**src/rtl/strided_fifo_loader.sv**
```systemverilog
// strided_fifo_loader: streams a strided, multi-pass address range from a 1-cycle-latency RAM into a FIFO through a 2-entry skid buffer
module strided_fifo_loader #(
  parameter int WIDTH = 16,
  parameter int ADDR_WIDTH = 16,
  parameter int PASS_WIDTH = 8
) (
  input  logic                  clk,
  input  logic                  rst,
  input  logic                  start,
  input  logic [ADDR_WIDTH-1:0] base_addr,
  input  logic [ADDR_WIDTH-1:0] addr_step,
  input  logic [ADDR_WIDTH-1:0] end_addr,
  input  logic [PASS_WIDTH-1:0] pass_cnt,
  output logic                  busy,
  output logic                  done,
  output logic                  mem_en,
  output logic [ADDR_WIDTH-1:0] mem_addr,
  input  logic [WIDTH-1:0]      mem_rdata,
  input  logic                  full,
  output logic                  w_en,
  output logic [WIDTH-1:0]      to_fifo
);
  localparam logic [3:0] S_IDLE = 4'b0001, S_LOAD = 4'b0010, S_DRAIN = 4'b0100, S_FINISH = 4'b1000;
  logic [3:0] state, state_n;
  logic [ADDR_WIDTH-1:0] base_r, step_r, end_r, addr;
  logic [PASS_WIDTH-1:0] pcnt_r, pass;
  logic inflight, pass_end, last_pass, room;
  logic [1:0] cnt;
  logic [WIDTH-1:0] d0, d1;
  logic [ADDR_WIDTH:0] sum;
  assign sum = {1'b0, addr} + {1'b0, step_r};
  assign pass_end = sum[ADDR_WIDTH] || sum[ADDR_WIDTH-1:0] > end_r || step_r == '0;
  assign last_pass = pass == pcnt_r;
  // words already buffered or still returning, minus the one leaving now, must leave a free slot
  assign room = ({1'b0, cnt} + {2'b0, inflight} - {2'b0, w_en}) < 3'd2;
  assign mem_addr = addr;
  always_ff @(posedge clk)
    if (rst) state <= S_IDLE;
    else state <= state_n;
  always_comb begin
    state_n = state;
    if (state[0] && start) state_n = base_addr <= end_addr ? S_LOAD : S_FINISH;
    if (state[1] && mem_en && pass_end && last_pass) state_n = S_DRAIN;
    if (state[2] && !inflight && cnt == 2'd0) state_n = S_FINISH;
    if (state[3]) state_n = S_IDLE;
  end
  always_comb begin
    busy = state[1] || state[2];
    mem_en = state[1] && room;
    w_en = cnt != 2'd0 && !full;
    to_fifo = d0;
  end
  // done is registered off FINISH so the pulse lands two cycles after an empty-range start
  always_ff @(posedge clk)
    if (rst) begin
      done <= 1'b0;
      inflight <= 1'b0;
      cnt <= 2'd0;
      addr <= '0;
      pass <= '0;
      base_r <= '0;
      step_r <= '0;
      end_r <= '0;
      pcnt_r <= '0;
    end else begin
      done <= state[3];
      inflight <= mem_en;
      cnt <= cnt + {1'b0, inflight} - {1'b0, w_en};
      if (state[0] && start) begin
        base_r <= base_addr;
        step_r <= addr_step;
        end_r <= end_addr;
        pcnt_r <= pass_cnt;
        addr <= base_addr;
        pass <= '0;
      end else if (mem_en) begin
        addr <= pass_end ? base_r : sum[ADDR_WIDTH-1:0];
        if (pass_end && !last_pass) pass <= pass + PASS_WIDTH'(1);
      end
    end
  always_ff @(posedge clk) begin
    if (inflight && (cnt == 2'd0 || (cnt == 2'd1 && w_en))) d0 <= mem_rdata;
    else if (w_en) d0 <= d1;
    if (inflight && ((cnt == 2'd1 && !w_en) || (cnt == 2'd2 && w_en))) d1 <= mem_rdata;
  end
endmodule

```
**config.mk**
```make
export PLATFORM = sky130hd
export DESIGN_NAME = strided_fifo_loader
export DESIGN_NICKNAME = d
export VERILOG_FILES = /design/src/rtl/strided_fifo_loader.sv
export SDC_FILE = /design/constraint.sdc
export NUM_CORES = 1
export LEC_CHECK = 0
export BUFFER_PORTS_ARGS = -buffer_cell sky130_fd_sc_hd__clkbuf_2
export CORE_MARGIN = 10
export CORE_UTILIZATION = 57
export CTS_CLUSTER_SIZE = 30
export DETAILED_ROUTE_END_ITERATION = 10
export GPL_TIMING_DRIVEN = 0
export PLACE_DENSITY = 0.81
export SETUP_SLACK_MARGIN = 0.2
export SYNTH_ARGS = -nofsm -noshare
export SYNTH_HDL_FRONTEND = slang
export SYNTH_SLANG_ARGS = --single-unit
```
**constraint.sdc**
```tcl
create_clock -name clk -period 8.8 [get_ports clk]
set_clock_uncertainty 0.2 [all_clocks]
set_input_delay 0.88 -clock clk [delete_from_list [all_inputs] [get_ports clk]]
set_output_delay 0.88 -clock clk [all_outputs]
set_load 0.05 [all_outputs]
```
* Word level (Yosys, flattened, before mapping)
Cells that the tools add are included.
** Storage, ports and cells
- Output and inout port bits :: 36
- Bits in registers :: 120
** Cells by class
- Order comparisons :: 3
- Multiplexer cells :: 9
- Reduce and logical (&&, ||, !) cells :: 35
- Add/sub/neg operators :: 6
- Eq/ne operators :: 3
** Operator list (number)
- $mux W16 :: 5
- $add A16 B16 Y17 :: 1
- $gt A16 B16 Y1 :: 1
- $le A16 B16 Y1 :: 1
- $logic_not A16 Y1 :: 1
- $mux W4 :: 4
- $logic_and A1 B1 Y1 :: 14
- $add A8 B1 Y8 const B :: 1
- $eq A8 B8 Y1 :: 1
- $reduce_bool A2 Y1 :: 4
- $logic_or A1 B1 Y1 :: 5
- $logic_not A1 Y1 :: 4
- $reduce_or A2 Y1 :: 2
- $reduce_or A4 Y1 :: 1
- $add A2 B1 Y3 :: 1
- $lt A3 B2 Y1 const B :: 1
- $reduce_bool A3 Y1 :: 1
- $reduce_or A3 Y1 :: 1
- $sub A3 B1 Y3 :: 1
- $add A2 B1 Y2 :: 1
- $eq A2 B1 Y1 const B :: 1
- $eq A2 B2 Y1 const B :: 1
- $logic_not A2 Y1 :: 1
- $reduce_and A2 Y1 :: 1
- $sub A2 B1 Y2 :: 1

* Longest topological paths before layout
Gate-level depths: netlist of the first run.
- Depth after elaboration :: 10
- Depth in mapped cells :: 20
- Gate-level depth less buffers :: 18

* Least setup slack after synthesis of the first run
Ideal clock, no wire load.
- Path kind :: input to output
- From :: input full
- To :: output mem_en
- Data required time :: 7720 ps
- Setup slack :: 4068 ps
- Data arrival time :: 3652 ps
- Path buffers :: 1
- Cell stages on the path :: 10
- Cells stage by stage :: nor2_1 -> ha_1 -> inv_1 -> ha_1 -> inv_1 -> fa_1 -> xnor2_1 -> nand3_1 -> inv_1 -> clkbuf_1
** On the way
- Word-level cells in the longest chain between the ends :: 5
** RTL lines
- from (decl) :: line 19 : input logic full,
- $logic_not A1 Y1 :: line 50 : w_en = cnt != 2'd0 && !full;
- $logic_and A1 B1 Y1 :: line 50
- $sub A3 B1 Y3 :: line 35 : assign room = ({1'b0, cnt} + {2'b0, inflight} - {2'b0, w_en}) < 3'd2;
- $lt A3 B2 Y1 :: line 35
- $logic_and A1 B1 Y1 :: line 49 : mem_en = state[1] && room;
- to (decl) :: line 16 : output logic mem_en,
Every way passes these cells.

* Final worst setup path of the first run
- From :: register addr[0], in the netlist mem_addr[0]
- To :: register addr[4], in the netlist mem_addr[4]
** On the way
- Word-level cells in the longest chain between the ends :: 7
** RTL lines
- from (decl) :: line 25 : logic [ADDR_WIDTH-1:0] base_r, step_r, end_r, addr;
- from (signal assigned) :: line 74 : addr <= base_addr;
- from (signal assigned) :: line 77 : addr <= pass_end ? base_r : sum[ADDR_WIDTH-1:0];
- $add A16 B16 Y17 (*) :: line 31 : assign sum = {1'b0, addr} + {1'b0, step_r};
- $gt A16 B16 Y1 :: line 32 : assign pass_end = sum[ADDR_WIDTH] || sum[ADDR_WIDTH-1:0] > end_r || step_r == '0;
- $logic_or A1 B1 Y1 (2 in series) :: line 32
- $mux W16 (*) :: line 77
- $mux W16 (*) :: line 76 : end else if (mem_en) begin
- $mux W16 (*) :: line 69 : if (state[0] && start) begin
Every way passes the cells marked *; elsewhere a longest branch is shown, timed or not. The select of a mux whose other input is x is not followed.
A chain may end at the register's enable or synchronous reset.

==> results.cfg, run 1 <==
[finish]
final_cell_mix = 143 x nand2_1, 110 x clkbuf_2, 88 x dfxtp_1
final_cell_count_no_fill = 986
syn_to_final_growth_pct = 20.7
antennaDiodeCount = 0
utilization = 0.703
fin_nets = 962
layout_commonest_cell = nand2_1
layout-drive-gt1-share = 0.197

[routing]
drt-initial-drc-count = 539
drt_wl_total_mm = 18.5
routedWlPerCell_um = 18.8
dr.pass1.iters = 5
num_vias = 5747
drt.antenna.violating_nets = 0
drcViolationCount = 0
via_per_inst = 5.83

[hold_path]
holdPathStages = 2
hold_path.class = reg -> reg
hp-start = base_r[9]
hold_end = base_r[9]

[clocking]
cts_buffer_depth = 2
cts_tree = yes
clk_pin_slew_worst_paths_ps = 60
numCtsBuffers = 17
ctsRootBufferMaster = clkbuf_8
htree_levels = 4
cts_resized = 0
cts_setup_buffers = 0
clk_latency_ps = 530
cts.sinks = 120
postCtsHoldBufs = 0

[floorplan]
die_w_um = 125
dieArea_um2 = 15600
coreArea_um2 = 10800
rows = 38
dieHeight_um = 125
num_io_pins = 112
initial_utilization = 0.582

[run]
cap_viol_max_count = 0

[pwr]
power_density_nw_per_um2 = 262
sw_frac_of_total = 0.371
ir_drop_v = 0.000188
p_leak_uw = 0.00334
seqPwrFrac = 0.336
comb_power_share = 0.325
power.total_uw = 1990
power_frac_clock = 0.339
switching_power_uw = 738
power.internal_uw = 1250

[sta]
tightest_slew_ps = 742
tns_ps = 0
setup_ws_ps = 3530
finalCriticalPeriod_ps = 5270
drv_slew = 0
finalHoldViolCount = 0
rsz0062_at_grt = false
min_period_over_period = 0.599
timing.fmax_mhz = 190
finalSetupViolCount = 0
max-slew-margin-rel = 0.506

[critical_path]
crit_type = reg -> reg
cp-start-kind = flip-flop
crit_fanout = 10
cp.arrival_ps = 5460
reg2reg_slack_ps = 3530
reg2reg_depth = 19
r2r_end = mem_addr[4]
critPathRequiredTime_ps = 8990
crit_path_end_kind = flip-flop
reg2reg_from = mem_addr[0]

[placement]
dp_hpwl_mm = 14.1
post-place-ws_ps = 3760
port_buffers = 110
place_congestion = 0.933
dp_cells = 954

[synthesis]
synthArstFlopShare = 0
synth_cells = 703
synth_seq_cells = 120
synth-edff-count = 32
yosys_warnings = 0
syn_area_um2 = 6280
yosysUniqueCellTypes = 52
synthFlopType = dfxtp_1
ys_seq_area_frac = 0.433
synth.avg_cell_area_um2 = 8.94
syn-num-nets = 832

[global_route]
grt_usage = 0.231
grt_pass1_vias = 5694
antenna_found_initial = 0
grt_start_max_net_pins = 17
grt_overflow = 0
grt_first_pass_wirelength_mm = 29.4

[status]
status = finished, final reports clean
==> critical path, cell delays in order, from the launching register on <==
cell and delay, ps:
dfxtp_1 400, ha_1 240, inv_1 70, fa_1 400, nand2b_1 190, a21oi_1 270
o211ai_1 170, a21oi_1 260, a31oi_1 150, xnor2_1 370, ha_1 350, nand4_1 190
nor2_1 80, a221o_1 310, a211o_1 350, a211oi_4 410, buf_6 220, buf_6 170
mux2i_1 190, o221ai_1 140
==> power by group through the flow <==
stage / registers [uW] / logic [uW] / clock network, uW
5_1_grt: 674 / 699 / 702
2_1_floorplan: 769 / 365 / 0
3_3_place_gp: 678 / 608 / 0
6_report: 669 / 646 / 675
4_1_cts: 668 / 640 / 674
3_5_place_dp: 679 / 633 / 0
==> worst max path at each step <==
stage                startpoint            to  slack [ps]
finish              mem_addr[0]   mem_addr[4]        3530
global route        mem_addr[0]  mem_addr[11]        3290
CTS                 mem_addr[0]   mem_addr[4]        3690
detailed placement  mem_addr[0]   mem_addr[4]        3760
global placement    mem_addr[0]   mem_addr[4]        3830
floorplan                  full        mem_en        4070
==> flip-flops by register name (all words and copies together) (netlist names), 2 cells and up <==
register / cells
to_fifo: 16
base_r: 16
state: 4
end_r: 16
d1: 16
mem_addr: 16
cnt: 2
pcnt_r: 8
pass: 8
step_r: 16
==> cells by family after synthesis <==
family / count (synthesis) / share of synthesized area
flops: 120 / 0.433
fa+ha+maj: 53 / 0.108
xor+xnor: 30 / 0.0418
mux: 26 / 0.0446
simple gates: 239 / 0.168
buf+inv: 76 / 0.0488
compound gates: 159 / 0.155
==> cell usage after synthesis, types with 4 or more instances <==
cell        n  area share
o211ai_1    5      0.0060
nand3_1     9      0.0072
o21ai_0    19       0.015
ha_1       51        0.10
dfxtp_1    88        0.28
inv_1      45       0.027
a21o_1     11       0.013
a211o_1     5      0.0070
a211oi_1    5      0.0060
mux2i_1    10       0.016
and4_1      4      0.0056
o22ai_1     4      0.0040
nand4_1     5      0.0050
clkbuf_1   26       0.016
nand2_1   143       0.085
nor2b_1     4      0.0040
nor2_1     31       0.019
edfxtp_1   32        0.15
xor2_1     13       0.018
nor4_1      7      0.0070
or3_1       4      0.0040
nand2b_1    4      0.0040
and2_1      6      0.0060
mux2_2     16       0.029
a21oi_1    84       0.067
and3_1      9      0.0090
nor3_1      6      0.0048
xnor2_1    17       0.024
==> metal layers <==
metal / part of all wire / track usage / vias up / wire, um
li1: - / - / 2715 / -
met1: 0.42 / 0.277 / 2729 / 7720
met2: 0.48 / 0.391 / 260 / 8960
met3: 0.077 / 0.0629 / 43 / 1430
met4: 0.023 / 0.0813 / 0 / 420
met5: 0 / 0 / - / 0
==> final cells by class <==
type | instances | area, um2
fill | 822 | 3210
sequential | 120 | 2720
tap | 140 | 175
inverter | 45 | 169
timing repair buffer | 111 | 558
multi-input combinational | 507 | 3250
clock inverter | 14 | 150
buffer | 31 | 138
clock buffer | 18 | 418
==> per-stage QoR <==
stage	hold slack [ps]	area [um2]
2_1_floorplan	236	6280
3_3_place_gp	243	7010
3_5_place_dp	248	7020
4_1_cts	257	7580
5_1_grt	273	7580
6_report	257	7580
Note: power is estimated with default switching activity, not from simulation.
==> run 2: changes to the inputs <==
- CORE_UTILIZATION: 57 -> 56
- PLACE_DENSITY: 0.81 -> 0.8
- clock period: 8.8 -> 5.5 ns (I/O delays scaled with it)
==> results.cfg, run 2 (synthesized netlist as in run 1, its figures left out) <==
[status]
status = finished, final reports clean

[sta]
finalHoldViolCount = 0
rsz0062_at_grt = false
tns_ps = 0
drv_slew = 0
finalCriticalPeriod_ps = 5040
timing.fmax_mhz = 199
finalSetupViolCount = 0
min_period_over_period = 0.916
setup_ws_ps = 464
max-slew-margin-rel = 0.437
tightest_slew_ps = 840

[finish]
layout-drive-gt1-share = 0.199
fin_nets = 965
seq_area_um2 = 2720
final_cell_mix = 143 x nand2_1, 110 x clkbuf_2, 88 x dfxtp_1
multi_input_area_um2 = 3260
final_cell_count_no_fill = 989
fill_cells = 872
fin_area_um2 = 7650
layout_commonest_cell = nand2_1
antennaDiodeCount = 0
syn_to_final_growth_pct = 21.8

[routing]
wl_met1_mm = 7.72
met3_length_mm = 1.18
wl_met2_mm = 8.64
via_per_inst = 5.67
drt.antenna.violating_nets = 0
drt_wl_total_mm = 18.0
drcViolationCount = 0
routedWlPerCell_um = 18.2
drt-initial-drc-count = 485
num_vias = 5607
dr.pass1.iters = 6
highest_layer = met4

[floorplan]
rows = 38
dieArea_um2 = 15900
coreArea_um2 = 10900
initial_utilization = 0.575
die_w_um = 126
num_io_pins = 112
dieHeight_um = 126

[placement]
post-place-ws_ps = 356
place_area_um2 = 7020
port_buffers = 110
place_congestion = 0.961
dp_hpwl_mm = 13.9
dp_cells = 954

[pwr]
power.total_uw = 3260
p_leak_uw = 0.00339
ir_drop_v = 0.000303
power_density_nw_per_um2 = 426

[global_route]
grt_usage = 0.221
antenna_found_initial = 0
grt_overflow = 0
grt_start_max_net_pins = 17
grt_first_pass_wirelength_mm = 28.5
grt_pass1_vias = 5644

[critical_path]
crit_type = reg -> reg
crit_path_end_kind = flip-flop
critPathRequiredTime_ps = 5590
cp.arrival_ps = 5120
crit_fanout = 10
cp-start-kind = flip-flop

[clocking]
clk_latency_ps = 430
ctsRootBufferMaster = clkbuf_16
cts.sinks = 120
numCtsBuffers = 17
clk_pin_slew_worst_paths_ps = 60
postCtsHoldBufs = 0
htree_levels = 4
cts_tree = yes
cts_buffer_depth = 2

[run]
cap_viol_max_count = 0

[hold_path]
hold_path.class = in -> reg
-- run 2: critical path, stage by stage (launching register included) --
cell      delay, ps
dfxtp_1         430
ha_1            240
inv_1            70
fa_1            410
nand2b_1        200
a21oi_2         220
o211ai_1        180
a21oi_2         240
a31oi_1         160
xnor2_1         300
ha_1            320
a21oi_2         140
nand2_1          70
a221o_1         360
a211o_1         330
a211oi_4        330
buf_6           210
buf_6           170
mux2i_1         210
o221ai_1        130
-- run 2: worst paths after layout --
| kind | from | end | slack, ps | cells past startpoint |
|---|---|---|---|---|
| max | mem_addr[0] | mem_addr[4] | 460 | 19 |
| min | mem_rdata[11] | d1[11] | 110 | 1 |
| max reg2reg | mem_addr[0] | mem_addr[4] | 460 | 19 |
| min reg2reg | end_r[1] | end_r[1] | 250 | 2 |
-- run 2: repair_timing --
| item | 4_1_cts | 5_1_grt |
|---|---|---|
| buffers inserted | 0 | 3 |
| resized for setup | 0 | 2 |
| hold endpoints to repair | 0 | 0 |
| setup endpoints to repair | 0 | 18 |
-- run 2: where the power goes --
part / internal (uW) / switching (uW)
registers: 1010 / 64.9
clock network: 745 / 394
logic: 369 / 681
-- run 2: per-stage QoR --
step	hold WS [ps]	utilization
after floorplan	236	-
after global placement	242	0.641
after detailed placement	246	0.642
after CTS	113	0.697
after global routing	110	0.700
final	110	0.700
-- run 2: layer usage --
| layer | vias up | global-route usage |
|---|---|---|
| li1 | 2724 | - |
| met1 | 2595 | 0.267 |
| met2 | 246 | 0.370 |
| met3 | 42 | 0.0516 |
| met4 | 0 | 0.0938 |
| met5 | - | 0 |
-- run 2: area by class of cell --
class                   instances  area share
flip-flops and latches        120       0.356
multi-input cells             507       0.426
plain buffers                  31      0.0180
repair buffers                114      0.0764
well taps                     140      0.0229
inverters                      45      0.0221
clock inverters                 8      0.0155
clock buffers                  24      0.0630
